## config.mk

```make
export PLATFORM = sky130hd
export DESIGN_NAME = bcd_conv_dd
export DESIGN_NICKNAME = d
export VERILOG_FILES = /design/src/rtl/bcd_conv_pkg.sv /design/src/rtl/bcd_dd_step.sv /design/src/rtl/bcd_conv_dd.sv
export SDC_FILE = /design/constraint.sdc
export NUM_CORES = 1
export LEC_CHECK = 0
export BUFFER_PORTS_ARGS = -buffer_cell sky130_fd_sc_hd__buf_2
export CORE_MARGIN = 8
export CORE_UTILIZATION = 61
export CTS_BUF_LIST = sky130_fd_sc_hd__clkbuf_16
export CTS_CLUSTER_DIAMETER = 40
export DETAILED_ROUTE_END_ITERATION = 6
export HOLD_SLACK_MARGIN = 0.15
export PLACE_DENSITY = 0.94
export SLEW_MARGIN = 10
export SYNTH_ARGS = -nofsm -noshare
export SYNTH_HDL_FRONTEND = slang
export SYNTH_SLANG_ARGS = --single-unit
```

## constraint.sdc

```tcl
create_clock -name clk -period 5.3 [get_ports clk]
set_clock_uncertainty 0.05 [all_clocks]
set_input_delay 0.53 -clock clk [delete_from_list [all_inputs] [get_ports clk]]
set_output_delay 0.53 -clock clk [all_outputs]
set_load 0.02 [all_outputs]
```

## src/rtl/bcd_conv_pkg.sv

```systemverilog
// Shared definitions for the iterative binary<->BCD converter.
//   state_t          : converter FSM states
//   MODE_B2D/D2B     : operation select values for the mode input
//   nib_add3/sub3    : per-nibble adjust used by double-dabble and its reverse
package bcd_conv_pkg;

  typedef enum logic [1:0] {
    S_IDLE = 2'd0,
    S_RUN  = 2'd1,
    S_DONE = 2'd2
  } state_t;

  localparam logic MODE_B2D = 1'b0;
  localparam logic MODE_D2B = 1'b1;

  // Forward adjust: a digit >= 5 would become >= 10 after the left shift.
  function automatic logic [3:0] nib_add3(input logic [3:0] n);
    return (n >= 4'd5) ? n + 4'd3 : n;
  endfunction

  // Reverse adjust: after a right shift a nibble >= 8 means the bit that
  // crossed in from the digit above weighed 5, not 8.
  function automatic logic [3:0] nib_sub3(input logic [3:0] n);
    return (n >= 4'd8) ? n - 4'd3 : n;
  endfunction

endpackage

```

## src/rtl/bcd_dd_step.sv

```systemverilog
// One combinational double-dabble step on the working register
// W = {bcd[DIGITS*4], bin[WIDTH]}.
//   w_in      : working register before the step
//   mode      : 0 = bin->BCD (adjust then shift left), 1 = BCD->bin (shift right then adjust)
//   w_out     : working register after the step
//   carry_out : bit pushed out of the BCD MSB (bin->BCD only, else 0)
module bcd_dd_step
  import bcd_conv_pkg::*;
#(
  parameter int WIDTH  = 16,
  parameter int DIGITS = 5
) (
  input  logic [DIGITS*4+WIDTH-1:0] w_in,
  input  logic                      mode,
  output logic [DIGITS*4+WIDTH-1:0] w_out,
  output logic                      carry_out
);

  localparam int TW = DIGITS*4 + WIDTH;

  logic [TW-1:0] adj;
  logic [TW-1:0] sh;

  always_comb begin
    adj       = w_in;
    sh        = '0;
    w_out     = w_in;
    carry_out = 1'b0;
    if (mode == MODE_B2D) begin
      for (int i = 0; i < DIGITS; i++) begin
        adj[WIDTH+4*i +: 4] = nib_add3(w_in[WIDTH+4*i +: 4]);
      end
      carry_out = adj[TW-1];
      w_out     = {adj[TW-2:0], 1'b0};
    end else begin
      sh    = {1'b0, w_in[TW-1:1]};
      w_out = sh;
      for (int i = 0; i < DIGITS; i++) begin
        w_out[WIDTH+4*i +: 4] = nib_sub3(sh[WIDTH+4*i +: 4]);
      end
    end
  end

endmodule

```

## src/rtl/bcd_conv_dd.sv

```systemverilog
// Iterative bidirectional binary<->BCD converter with valid/ready handshakes.
// STEPS double-dabble steps are chained per clock; WIDTH/STEPS clocks per result.
//   clk, rst            : clock, synchronous active-high reset
//   in_valid/in_ready   : request handshake (in_ready only while idle)
//   mode                : 0 = bin->BCD, 1 = BCD->bin, captured at accept
//   bin_in / bcd_in     : operands (bcd digit 0 in the LS nibble)
//   out_valid/out_ready : result handshake, result held until taken
//   bin_out / bcd_out   : results (the unused one reads as zero)
//   mode_out            : mode of the presented result
//   ovf                 : result truncated (did not fit)
//   err_digit           : BCD operand contained a nibble above 9
module bcd_conv_dd
  import bcd_conv_pkg::*;
#(
  parameter int WIDTH  = 16,
  parameter int DIGITS = 5,
  parameter int STEPS  = 1
) (
  input  logic                  clk,
  input  logic                  rst,
  input  logic                  in_valid,
  output logic                  in_ready,
  input  logic                  mode,
  input  logic [WIDTH-1:0]      bin_in,
  input  logic [DIGITS*4-1:0]   bcd_in,
  output logic                  out_valid,
  input  logic                  out_ready,
  output logic [WIDTH-1:0]      bin_out,
  output logic [DIGITS*4-1:0]   bcd_out,
  output logic                  mode_out,
  output logic                  ovf,
  output logic                  err_digit
);

  localparam int BW   = DIGITS*4;
  localparam int TW   = BW + WIDTH;
  localparam int ITER = WIDTH / STEPS;
  localparam int CW   = $clog2(ITER + 1);

  if (STEPS < 1 || (WIDTH % STEPS) != 0) begin : g_bad_steps
    $error("bcd_conv_dd: STEPS must be >= 1 and divide WIDTH");
  end

  state_t        state;
  logic [CW-1:0] count;
  logic          mode_r;
  logic          ovf_acc;
  logic [TW-1:0] w;
  logic [TW-1:0] chain [STEPS+1];
  logic [STEPS-1:0] carry;
  logic          accept;
  logic          bad_digit;
  logic          run_last;
  logic [TW-1:0] w_next;
  logic          ovf_next;

  assign in_ready = (state == S_IDLE);
  assign accept   = in_valid & in_ready;
  assign run_last = (count == CW'(1));
  assign w_next   = chain[STEPS];
  assign ovf_next = ovf_acc | (|carry);

  always_comb begin
    bad_digit = 1'b0;
    for (int i = 0; i < DIGITS; i++) begin
      if (bcd_in[4*i +: 4] > 4'd9) bad_digit = 1'b1;
    end
  end

  // Combinational step chain: STEPS steps per clock
  assign chain[0] = w;
  for (genvar g = 0; g < STEPS; g++) begin : g_step
    bcd_dd_step #(
      .WIDTH  (WIDTH),
      .DIGITS (DIGITS)
    ) u_step (
      .w_in      (chain[g]),
      .mode      (mode_r),
      .w_out     (chain[g+1]),
      .carry_out (carry[g])
    );
  end

  // Working register: loaded at accept, advanced every RUN clock
  always_ff @(posedge clk) begin
    if (accept) begin
      mode_r  <= mode;
      ovf_acc <= 1'b0;
      w       <= (mode == MODE_D2B) ? {bcd_in, {WIDTH{1'b0}}} : {{BW{1'b0}}, bin_in};
    end else if (state == S_RUN) begin
      w       <= w_next;
      ovf_acc <= ovf_next;
    end
  end

  // Control and result registers
  always_ff @(posedge clk) begin
    if (rst) begin
      state     <= S_IDLE;
      count     <= '0;
      out_valid <= 1'b0;
      bin_out   <= '0;
      bcd_out   <= '0;
      mode_out  <= 1'b0;
      ovf       <= 1'b0;
      err_digit <= 1'b0;
    end else begin
      case (state)
        S_IDLE: begin
          if (in_valid) begin
            count <= CW'(ITER);
            if (mode == MODE_D2B && bad_digit) begin
              // Malformed BCD: report immediately with zeroed results.
              state     <= S_DONE;
              out_valid <= 1'b1;
              bin_out   <= '0;
              bcd_out   <= '0;
              mode_out  <= MODE_D2B;
              ovf       <= 1'b0;
              err_digit <= 1'b1;
            end else begin
              state <= S_RUN;
            end
          end
        end
        S_RUN: begin
          count <= count - CW'(1);
          if (run_last) begin
            // Results are taken straight from the last step of the chain.
            state     <= S_DONE;
            out_valid <= 1'b1;
            mode_out  <= mode_r;
            err_digit <= 1'b0;
            if (mode_r == MODE_B2D) begin
              bcd_out <= w_next[TW-1:WIDTH];
              bin_out <= '0;
              ovf     <= ovf_next;
            end else begin
              bin_out <= w_next[WIDTH-1:0];
              bcd_out <= '0;
              ovf     <= |w_next[TW-1:WIDTH];
            end
          end
        end
        S_DONE: begin
          if (out_ready) begin
            state     <= S_IDLE;
            out_valid <= 1'b0;
          end
        end
        default: state <= S_IDLE;
      endcase
    end
  end

endmodule

```

Word-level counts from Yosys, hierarchy flattened
Index checks and enable logic that the tools add are counted.
{"block": "totals", "word_cells": 104, "output_inout_bits": 41, "inputBits": 41, "ff_bits": 85}
{"block": "op_classes", "n_eq_ne": 7, "n_lt_le_gt_ge": 14, "n_bitwise": 2, "add_sub_neg": 10, "mux": 50, "reduce_logical": 10}
{"operator": "$mux W36", "n": 4}
{"operator": "$mux W20", "n": 4}
{"operator": "$mux W16", "n": 4}
{"operator": "$pmux W20 S2", "n": 1}
{"operator": "$mux W4", "n": 9}
{"operator": "$pmux W16 S2", "n": 1}
{"operator": "$add A4 B2 Y4 const B", "n": 5}
{"operator": "$ge A4 B3 Y1 const B", "n": 5}
{"operator": "$gt A4 B4 Y1 const B", "n": 5}
{"operator": "$reduce_or A20 Y1", "n": 1}
{"operator": "$ge A4 B4 Y1 const B", "n": 4}
{"operator": "$mux W1", "n": 16}
{"operator": "$sub A4 B2 Y4 const B", "n": 4}
{"operator": "$pmux W5 S2", "n": 1}
{"operator": "$mux W2", "n": 4}
{"operator": "$ne A2 B2 Y1 const B", "n": 3}
{"operator": "$pmux W1 S2", "n": 3}
{"operator": "$pmux W2 S3", "n": 1}
{"operator": "$eq A5 B1 Y1 const B", "n": 1}
{"operator": "$mux W5", "n": 1}
{"operator": "$reduce_and A5 Y1", "n": 1}
{"operator": "$sub A5 B1 Y5 const B", "n": 1}
{"operator": "$reduce_and A4 Y1", "n": 1}
{"operator": "$reduce_bool A2 Y1", "n": 2}
{"operator": "11 further kinds", "n": 11}

Logic depth before layout (Yosys ltp)
Gate-level depths: netlist of run 1.
{"block": "logic_depth", "word_depth": 10, "depth_mapped": 9, "ltp_nobuf": 8}

Hierarchy
Synthesis of run 1 repeated with hierarchy kept, for this count alone.
{"block": "unflattened", "hier_cells": 595, "area_unflattened_um2": 5345.1}
{"mod": "bcd_conv_dd", "instances": 1, "cells_each": 399, "seq_area_each_um2": 2072.0, "area_each_um2": 3880.0}
{"mod": "bcd_dd_step", "instances": 1, "cells_each": 196, "seq_area_each_um2": 0.0, "area_each_um2": 1465.2}

Worst setup path after synthesis of run 1
Ideal clock, no wire load.
{"block": "synth_timing", "path_kind": "reg-to-reg", "start": "reg state[0]", "end": "reg count[0]", "setup_ps": 128, "setup_slack_ps": 2974, "synth_period_minus_slack_ps": 2326, "path_stages_with_launch": 6, "path_buffers": 0, "arrival_time_ps": 2149, "required_time_ps": 5122, "path_cell_list": "dfxtp_1 -> nor2_1 -> nand2_1 -> nand2_1 -> mux2_2 -> nor2_1"}
{"block": "synth_between", "elab_chain_cells": 3, "word_cells_on_any_way": 6, "classes_between": "eq/ne (2); mux (1); reduce/logical (3)"}
{"item": "start, declared", "line_no": "bcd_conv_dd.sv:44", "rtl": "state_t state;"}
{"item": "start signal, assigned", "line_no": "bcd_conv_dd.sv:99", "rtl": "state <= S_IDLE;"}
{"item": "start signal, assigned", "line_no": "bcd_conv_dd.sv:114", "rtl": "state <= S_DONE;"}
{"item": "start signal, assigned", "line_no": "bcd_conv_dd.sv:122", "rtl": "state <= S_RUN;"}
{"item": "$logic_not A2 Y1 (*)"}
{"item": "via in_ready", "line_no": "bcd_conv_dd.sv:22", "rtl": "output logic in_ready,"}
{"item": "$ne A2 B2 Y1 (no line) / $reduce_bool A2 Y1 (equally long branches)"}
{"item": "$reduce_and A2 Y1 (no line)"}
{"item": "end signal, assigned", "line_no": "bcd_conv_dd.sv:111", "rtl": "count <= CW'(ITER);"}
{"item": "end signal, assigned", "line_no": "bcd_conv_dd.sv:127", "rtl": "count <= count - CW'(1);"}
{"item": "end, declared", "line_no": "bcd_conv_dd.sv:45", "rtl": "logic [CW-1:0] count;"}
Mark *: on every way through the listed nets, which the timed path passes. The rest lies on a longest branch.
A chain may end at the register's enable or synchronous reset.

Final worst setup path of run 1
{"block": "layout_timing", "start": "reg w[32]", "end": "reg ovf"}
{"block": "layout_between", "elab_chain_cells": 7, "word_cells_on_any_way": 13, "classes_between": "add/sub (2); order compare (2); mux (7); bitwise (1); reduce/logical (1)"}
{"item": "start, declared", "line_no": "bcd_conv_dd.sv:48", "rtl": "logic [TW-1:0] w;"}
{"item": "start signal, assigned", "line_no": "bcd_conv_dd.sv:89", "rtl": "w <= (mode == MODE_D2B) ? {bcd_in, {WIDTH{1'b0}}} : {{BW{1'b0}}, bin_in};"}
{"item": "start signal, assigned", "line_no": "bcd_conv_dd.sv:91", "rtl": "w <= w_next;"}
{"item": "$sub A4 B2 Y4, or another cell as far along", "line_no": "bcd_conv_pkg.sv:24", "rtl": "return (n >= 4'd8) ? n - 4'd3 : n;"}
{"item": "$mux W4 (on tied branches)", "line_no": "bcd_conv_pkg.sv:24, bcd_conv_pkg.sv:18"}
{"item": "$mux W36 / $mux W1 (equally long branches)", "line_no": "bcd_dd_step.sv:29", "rtl": "if (mode == MODE_B2D) begin"}
{"item": "$reduce_or A20 Y1 / $or A1 B1 Y1 (equally long branches)", "line_no": "bcd_conv_dd.sv:141, bcd_conv_dd.sv:61"}
{"item": "$mux W1 (*)", "line_no": "bcd_conv_dd.sv:134", "rtl": "if (mode_r == MODE_B2D) begin"}
{"item": "$mux W1 (*)", "line_no": "bcd_conv_dd.sv:128", "rtl": "if (run_last) begin"}
{"item": "$pmux W1 S2 (*)", "line_no": "bcd_conv_dd.sv:108", "rtl": "case (state)"}
{"item": "end signal, assigned", "line_no": "bcd_conv_dd.sv:137", "rtl": "ovf <= ovf_next;"}
{"item": "end signal, assigned", "line_no": "bcd_conv_dd.sv:141", "rtl": "ovf <= |w_next[TW-1:WIDTH];"}
{"item": "end, declared", "line_no": "bcd_conv_dd.sv:31", "rtl": "output logic ovf,"}
Every way passes the cells marked *; elsewhere a longest branch is shown, timed or not. The select of a mux whose other input is x is not followed.

==> summary.txt, run 1 <==
Status
  • Outcome: complete, no violations

Routing
  • Drt first pass iters: 5
  • DRT antenna net count: 0
  • DRC viols: 0
  • Wire per inst: between 15 and 20 µm
  • Total wire length: about 12000 µm
  • Iter 0 DRT Violations: roughly 370
  • DR vias: around 4.4k
  • Via/cell ratio: just over 6

Cells and area
  • Post-route cell area: 0.00554 mm²
  • Register area: about 0.0021 mm²
  • Ant diodes: 0
  • Layout Nets: 663
  • Fillers: roughly 570
  • Area of the multi-input gates: 0.00253 mm²
  • Layout cells sized above 1: 18.2%
  • Syn-to-layout area delta: 14.0%

STA
  • Final Cycle Share: a little under three fifths
  • Hold Vio Cnt, Final: 0
  • Worst Tran Pin Value: between 1000 and 1500 ps
  • Slew Viols, Final: 0
  • Post-route minimum period: 2930 ps
  • Final setup viols: 0
  • RSZ-0062 raised after global routing: no
  • Slew margin rel.: 22.2%
  • Setup TNS: 0 ps
  • Fmax: about 0.34 GHz

Global route
  • Global-route wire length before repair: ~21000 µm
  • Remaining global-route overflow: 0
  • Vias in the first global route: about 4.3k
  • Largest net degree at the start of global routing: 56
  • Initial antenna violation count: 0
  • Tot GR Track Use: a little under a quarter

Clock network
  • Worst skew pair latency: between 300 and 400 ps
  • Post-CTS Hold Buffers: 0
  • CTS tree: yes
  • Max Buffers Root-to-Sink: 2
  • H-tree Lvls: 3
  • Root Buffer: clkbuf_16
  • Cts bufs inserted: 9
  • CTS clock-pin slew for the worst setup and hold paths: about 70 ps
  • Post-cts resize count: 0
  • CTS sink count: 85
  • Postcts setup bufs: 0

Synth
  • Distinct cells, synth: 56
  • Post-synthesis instance total: 541
  • Number of synthesized flops with an enable pin: 37
  • Number of synthesis warnings: 0
  • Post-synthesis instance area: 0.00486 mm²
  • Synth top area cells: edfxtp_1 (23%), dfxtp_1 (20%), ha_1 (6.2%)
  • Cell taking the most area after synthesis: edfxtp_1
  • Yosys reg bits: 85
  • Top-area cell type share of the netlist area: 22.8%
  • Ys flop type: dfxtp_1
  • Syn Area/Cell: between 8 and 9 µm²
  • Seq/Total Area, Yosys: between 40 and 50%
  • Async S/R FF share, synth: 0%
  • Net Count, Synth: approximately 610

Place
  • HPWL Detailed: just under 9000 µm
  • Port-buffer cells: roughly 80
  • DP Area: between 0.005 and 0.006 mm²
  • RD Place Congestion: 0.900

Die
  • Core area: just under 0.008 mm²
  • Ports: 82
  • Die height: about 110 µm
  • Initial Util: between 60% and 70%
  • Die area: about 0.011 mm²
  • Num rows: 32
  • Die W: 105 µm

Critical path
  • Slowest stage delay, CP: about 600 ps
  • Slowest-stage cell, CP: a2111oi_0
  • R2r setup slk: roughly 2400 ps
  • Bufs and invs on worst path: 1
  • Worst r2r dst: ovf
  • WP data arrival: a little over 3000 ps
  • CP startpoint kind: flop
  • Critical path's top delay family: compound AO/OA/AOI/OAI gates
  • Worst r2r src: w[32]
  • Endpoint class of the critical path: flop
  • Worst reg2reg path depth: 8
  • Crit-path cells: inv_1 -> ha_1 -> nand2b_1 -> a21oi_1 -> o311a_1 -> a2111oi_0 -> a41oi_1 -> a311o_1
  • CP Class: reg2reg
  • Worst EP required: about 5500 ps
  • CP max FO: 8

Min path
  • Hold_sp: bcd_out[1]
  • Hold path depth: 2
  • HP Class: reg2reg
  • Min-Delay Endpoint: bcd_out[1]

Run
  • Max-capacitance violation count: 0

Pwr
  • Pwr per Cell Area: approximately 370 mW/mm²
  • Leakage: roughly 2.3 nW
  • Peak VDD IR: around 0.19 mV
[registers in the layout, indices dropped and copies added, names as in the netlist]
| signal | flops |
|---|---|
| ovf_acc | 1 |
| bcd_out | 20 |
| count | 5 |
| mode_out | 1 |
| ovf | 1 |
| out_valid | 1 |
| state | 2 |
| w | 36 |
| err_digit | 1 |
| bin_out | 16 |
| mode_r | 1 |
[cells by family (layout without fill, tap and decap cells)]
kind of cell | count (synthesis) | after routing | share of synthesized area [%]
and+or+nand+nor | 177 | 177 | 18.1
AOI/OAI and AO/OA | 158 | 158 | 21.1
DFF | 85 | 85 | 42.6
buffers and inverters | 64 | 126 | 5.45
adders and majority gates | 24 | 24 | 6.17
muxes | 23 | 23 | 4.81
xor gates and xnor gates | 10 | 10 | 1.80
[Yosys cell counts, types with 2 or more instances]
master and count:
edfxtp_1 37, nand3b_1 21, clkbuf_1 28, xnor2_1 8, nor2_1 67, a2111oi_0 4, xor2_1 2, nand2b_1 7
o21a_1 2, and2_1 2, o21bai_1 2, buf_2 8, a32oi_1 2, a311o_1 2, mux2_2 3, a22oi_1 37
a211oi_1 5, and3_1 5, buf_1 2, a21o_1 4, nor3_1 10, o22ai_1 2, ha_1 24, a2111o_1 3
or4_1 2, nor2b_1 5, buf_6 2, nand3_1 15, nand2_1 31, a41oi_1 3, dfxtp_1 48, o21ai_0 38
o31ai_1 5, or3_1 2, inv_1 24, a21oi_1 40, mux2i_1 20
[layout make-up]
class | instances | area share (%)
sequential | 85 | 37.4
clock buffer | 9 | 4.06
multi-input combinational | 392 | 45.6
clock inverter | 7 | 1.06
inverter | 24 | 1.62
tap | 102 | 2.30
timing repair buffer | 86 | 7.99
[worst register-to-register path, delay by kind of cell (launching register included)]
kind | cells | cell delay [ps]
buffers and inverters | 1 | 150
flip-flops | 1 | 560
AO/OA/AOI/OAI | 5 | 1630
adder cells (fa/ha/maj) | 1 | 260
AND/OR/NAND/NOR | 1 | 160
[power breakdown]
part | switching [mW] | internal (mW) | total (mW)
clock | 0.277 | 0.325 | 0.602
combinational | 0.346 | 0.224 | 0.570
sequential | 0.0998 | 0.784 | 0.883
total | 0.723 | 1.33 | 2.06
[cell usage in the layout, fill, tap and decap left out, drive strengths merged, types with 8 or more instances in the layout]
cell / n
nor2: 67
nand2: 31
o21ai: 38
a21oi: 40
dfxtp: 48
nor3: 10
mux2i: 20
inv: 28
nand3: 15
buf: 86
a22oi: 37
edfxtp: 37
nand3b: 21
ha: 24
clkbuf: 9
xnor2: 8
[layer usage]
layer  wire length [µm]  global-route usage [%]  up-vias
li1                   -                       -     2079
met1               5030                    27.5     2066
met2               6040                    37.5      191
met3               1130                    6.15       29
met4                297                    9.17        0
met5                  0                       0        -
[per-stage QoR]
stage          hold slack [ps]  total power, mW  cells  worst slack, ps  utilization, %
2_1_floorplan              391             1.30    541             2970               -
3_3_place_gp               394             1.42    689             2420            68.1
4_1_cts                    403             2.05    705             2380            71.7
3_5_place_dp               396             1.45    689             2410            68.1
6_report                   404             2.06    705             2370            71.7
5_1_grt                    437             2.17    705             2110            71.7
[how the worst max path moves through the flow]
| stage | from | endpoint | slack (ps) | depth (start not counted) |
|---|---|---|---|---|
| finish | w[32] | ovf | 2370 | 8 |
| global placement | w[32] | ovf | 2420 | 8 |
| floorplan | state[0] | count[0] | 2970 | 5 |
| detailed placement | w[32] | ovf | 2410 | 8 |
| CTS | w[32] | ovf | 2380 | 8 |
| global route | w[32] | ovf | 2110 | 8 |
Note: power is estimated with default switching activity, not from simulation.
==> inputs of run 2 (changes only) <==
--- a/config.mk
+++ b/config.mk
@@ -7,12 +7,12 @@
 export LEC_CHECK = 0
 export BUFFER_PORTS_ARGS = -buffer_cell sky130_fd_sc_hd__buf_2
 export CORE_MARGIN = 8
-export CORE_UTILIZATION = 61
+export CORE_UTILIZATION = 57
 export CTS_BUF_LIST = sky130_fd_sc_hd__clkbuf_16
 export CTS_CLUSTER_DIAMETER = 40
 export DETAILED_ROUTE_END_ITERATION = 6
 export HOLD_SLACK_MARGIN = 0.15
-export PLACE_DENSITY = 0.94
+export PLACE_DENSITY = 0.89
 export SLEW_MARGIN = 10
 export SYNTH_ARGS = -nofsm -noshare
 export SYNTH_HDL_FRONTEND = slang
==> constraint.sdc (replaced) <==
create_clock -name clk -period 2.9 [get_ports clk]
set_clock_uncertainty 0.05 [all_clocks]
set_input_delay 0.29 -clock clk [delete_from_list [all_inputs] [get_ports clk]]
set_output_delay 0.29 -clock clk [all_outputs]
set_load 0.02 [all_outputs]
==> run 2 against run 1 <==
Via count increased by 2.9%. Sequential cell count unchanged. Die area increased by 5.9%. Cell area increased by 1.2%. Critical path type unchanged. Largest power group unchanged.
==> summary.txt, run 2 (synthesis gave the netlist of run 1 again) <==
STA
  • Setup TNS: 0 ps (unchanged)
  • Final worst slack: 185 ps (was 2370 ps)
  • Final setup viols: 0 (unchanged)
  • Slew margin rel.: 65.9% (was 22.2%)
  • Final Cycle Share: 93.6% (was 55.3%)
  • Min Hold Slack: 208 ps (was 404 ps)
  • Worst Tran Pin Value: 498 ps (was 1160 ps)
  • Post-route minimum period: 2710 ps (was 2930 ps)
  • Slew Viols, Final: 0 (unchanged)
  • RSZ-0062 raised after global routing: no (unchanged)
  • Fmax: 0.368 GHz (was 0.341 GHz)
  • Hold Vio Cnt, Final: 0 (unchanged)

Die
  • Num rows: 33 (was 32)
  • Ports: 82 (unchanged)
  • Die height: 108 µm (was 105 µm)
  • Die W: 108 µm (was 105 µm)
  • Initial Util: 58.9% (was 63.0%)
  • Core area: 0.00826 mm² (was 0.00773 mm²)
  • Die area: 0.0117 mm² (was 0.0111 mm²)

Clock network
  • Post-cts resize count: 0 (unchanged)
  • Cts bufs inserted: 9 (unchanged)
  • Root Buffer: clkbuf_16 (unchanged)
  • CTS clock-pin slew for the worst setup and hold paths: 70 ps (about the same)
  • Worst skew pair latency: 340 ps (about the same)
  • Max Buffers Root-to-Sink: 2 (unchanged)
  • Postcts setup bufs: 0 (unchanged)
  • H-tree Lvls: 3 (unchanged)
  • CTS tree: yes (unchanged)
  • Post-CTS Hold Buffers: 0 (unchanged)
  • CTS sink count: 85 (unchanged)

Place
  • Pre-CTS WS: 151 ps (was 2410 ps)
  • Port-buffer cells: 81 (unchanged)
  • DP Area: 0.00534 mm² (was 0.00526 mm²)
  • HPWL Detailed: 9640 µm (was 8900 µm)
  • RD Place Congestion: 0.928 (was 0.900)

Min path
  • Hold path depth: 3 (was 2)
  • HP Class: in2reg (was reg2reg)

Critical path
  • Worst reg2reg path depth: 8 (unchanged)
  • WP data arrival: 2900 ps (was 3110 ps)
  • CP Class: reg2reg (unchanged)
  • CP startpoint kind: flop (unchanged)
  • CP max FO: 8 (unchanged)
  • Endpoint class of the critical path: flop (unchanged)
  • Worst EP required: 3080 ps (was 5480 ps)

Cells and area
  • Max FFs per register: 36 (unchanged)
  • Most flops, register: w (unchanged)
  • Layout cells sized above 1: 19.4% (was 18.2%)
  • Most frequent cells in the layout: buf_2 (81), nor2_1 (67), dfxtp_1 (48) (unchanged)
  • Ant diodes: 0 (unchanged)
  • Commonest non-fill, non-tap cell in the layout: buf_2 (unchanged)
  • Post-route cell area: 0.00561 mm² (was 0.00554 mm²)
  • Syn-to-layout area delta: 15.4% (was 14.0%)
  • Layout Nets: 672 (was 663)
  • Biggest regs: w: 36 flops, bcd_out: 20 flops, bin_out: 16 flops (unchanged)
  • Final core utilization: 68.0% (was 71.7%)

Global route
  • Vias in the first global route: 4553 (was 4276)
  • Global-route wire length before repair: 22000 µm (was 20700 µm)
  • Tot GR Track Use: 23.4% (was 22.8%)
  • Remaining global-route overflow: 0 (unchanged)
  • Largest net degree at the start of global routing: 38 (was 56)
  • Initial antenna violation count: 0 (unchanged)

Routing
  • DR vias: 4490 (was 4365)
  • Wire per inst: 19.0 µm (was 17.7 µm)
  • Drt first pass iters: 5 (unchanged)
  • Via/cell ratio: 6.26 (was 6.19)
  • Total wire length: 13600 µm (was 12500 µm)
  • DRT antenna net count: 0 (unchanged)
  • Iter 0 DRT Violations: 294 (was 372)
  • DRC viols: 0 (unchanged)

Run
  • Max-capacitance violation count: 0 (unchanged)

Status
  • Outcome: complete, no violations (unchanged)

Pwr
  • Net Sw Power: 1.34 mW (was 0.723 mW)
  • Sequential Power Share: 42.7% (was 43.0%)
  • Comb pwr share: 28.6% (was 27.8%)
  • Clock share of power: 28.7% (was 29.3%)
  • Pwr per Cell Area: 674 mW/mm² (was 371 mW/mm²)
  • Switch share: 35.5% (was 35.2%)
  • Peak VDD IR: 0.362 mV (was 0.188 mV)
  • Leakage: 2.38 nW (was 2.34 nW)
  • Int Power: 2.44 mW (was 1.33 mW)
## run 2: area by class of cell
class,instances,area [µm²]
multi-input combinational,392,2530
tap,105,131
inverter,24,90.1
clock inverter,7,50.0
sequential,85,2070
clock buffer,9,225
timing repair buffer,95,510
fill,661,2650
## run 2: stage by stage
stage	power [mW]	cells
2_1_floorplan	2.38	541
3_3_place_gp	2.62	701
3_5_place_dp	2.68	701
4_1_cts	3.77	717
5_1_grt	3.96	717
6_report	3.78	717
## run 2: path summary, 6_finish.rpt
kind,start,slack [ps],to
setup / recovery,w[32],190,ovf
hold reg to reg,bcd_out[2],410,bcd_out[2]
hold / removal,bin_in[5],210,w[5]
setup reg to reg,w[32],190,ovf
## run 2: metal layers
| layer | GRT usage, % | vias to the layer above | wire [µm] |
|---|---|---|---|
| met5 | 0 | - | 0 |
| met4 | 11.6 | 0 | 443 |
| met3 | 4.46 | 42 | 1250 |
| met2 | 40.3 | 243 | 6660 |
| met1 | 27.3 | 2117 | 5260 |
| li1 | - | 2088 | - |
## run 2: worst max-delay path, stage by stage (launching register included)
cell	delay, ps
edfxtp_1	520
inv_1	140
ha_1	260
nand2b_1	150
a21oi_1	150
o311a_1	340
a2111oi_1	480
a41oi_1	170
a311o_1	340
## run 2: power by group through the flow
stage                     clock network, mW  registers [mW]  logic [mW]
final                                  1.09            1.62        1.08
after global routing                   1.13            1.63        1.20
after CTS                              1.09            1.61        1.07
after detailed placement                  0            1.63        1.05
after global placement                    0            1.62       0.999
after floorplan                           0            1.55       0.831
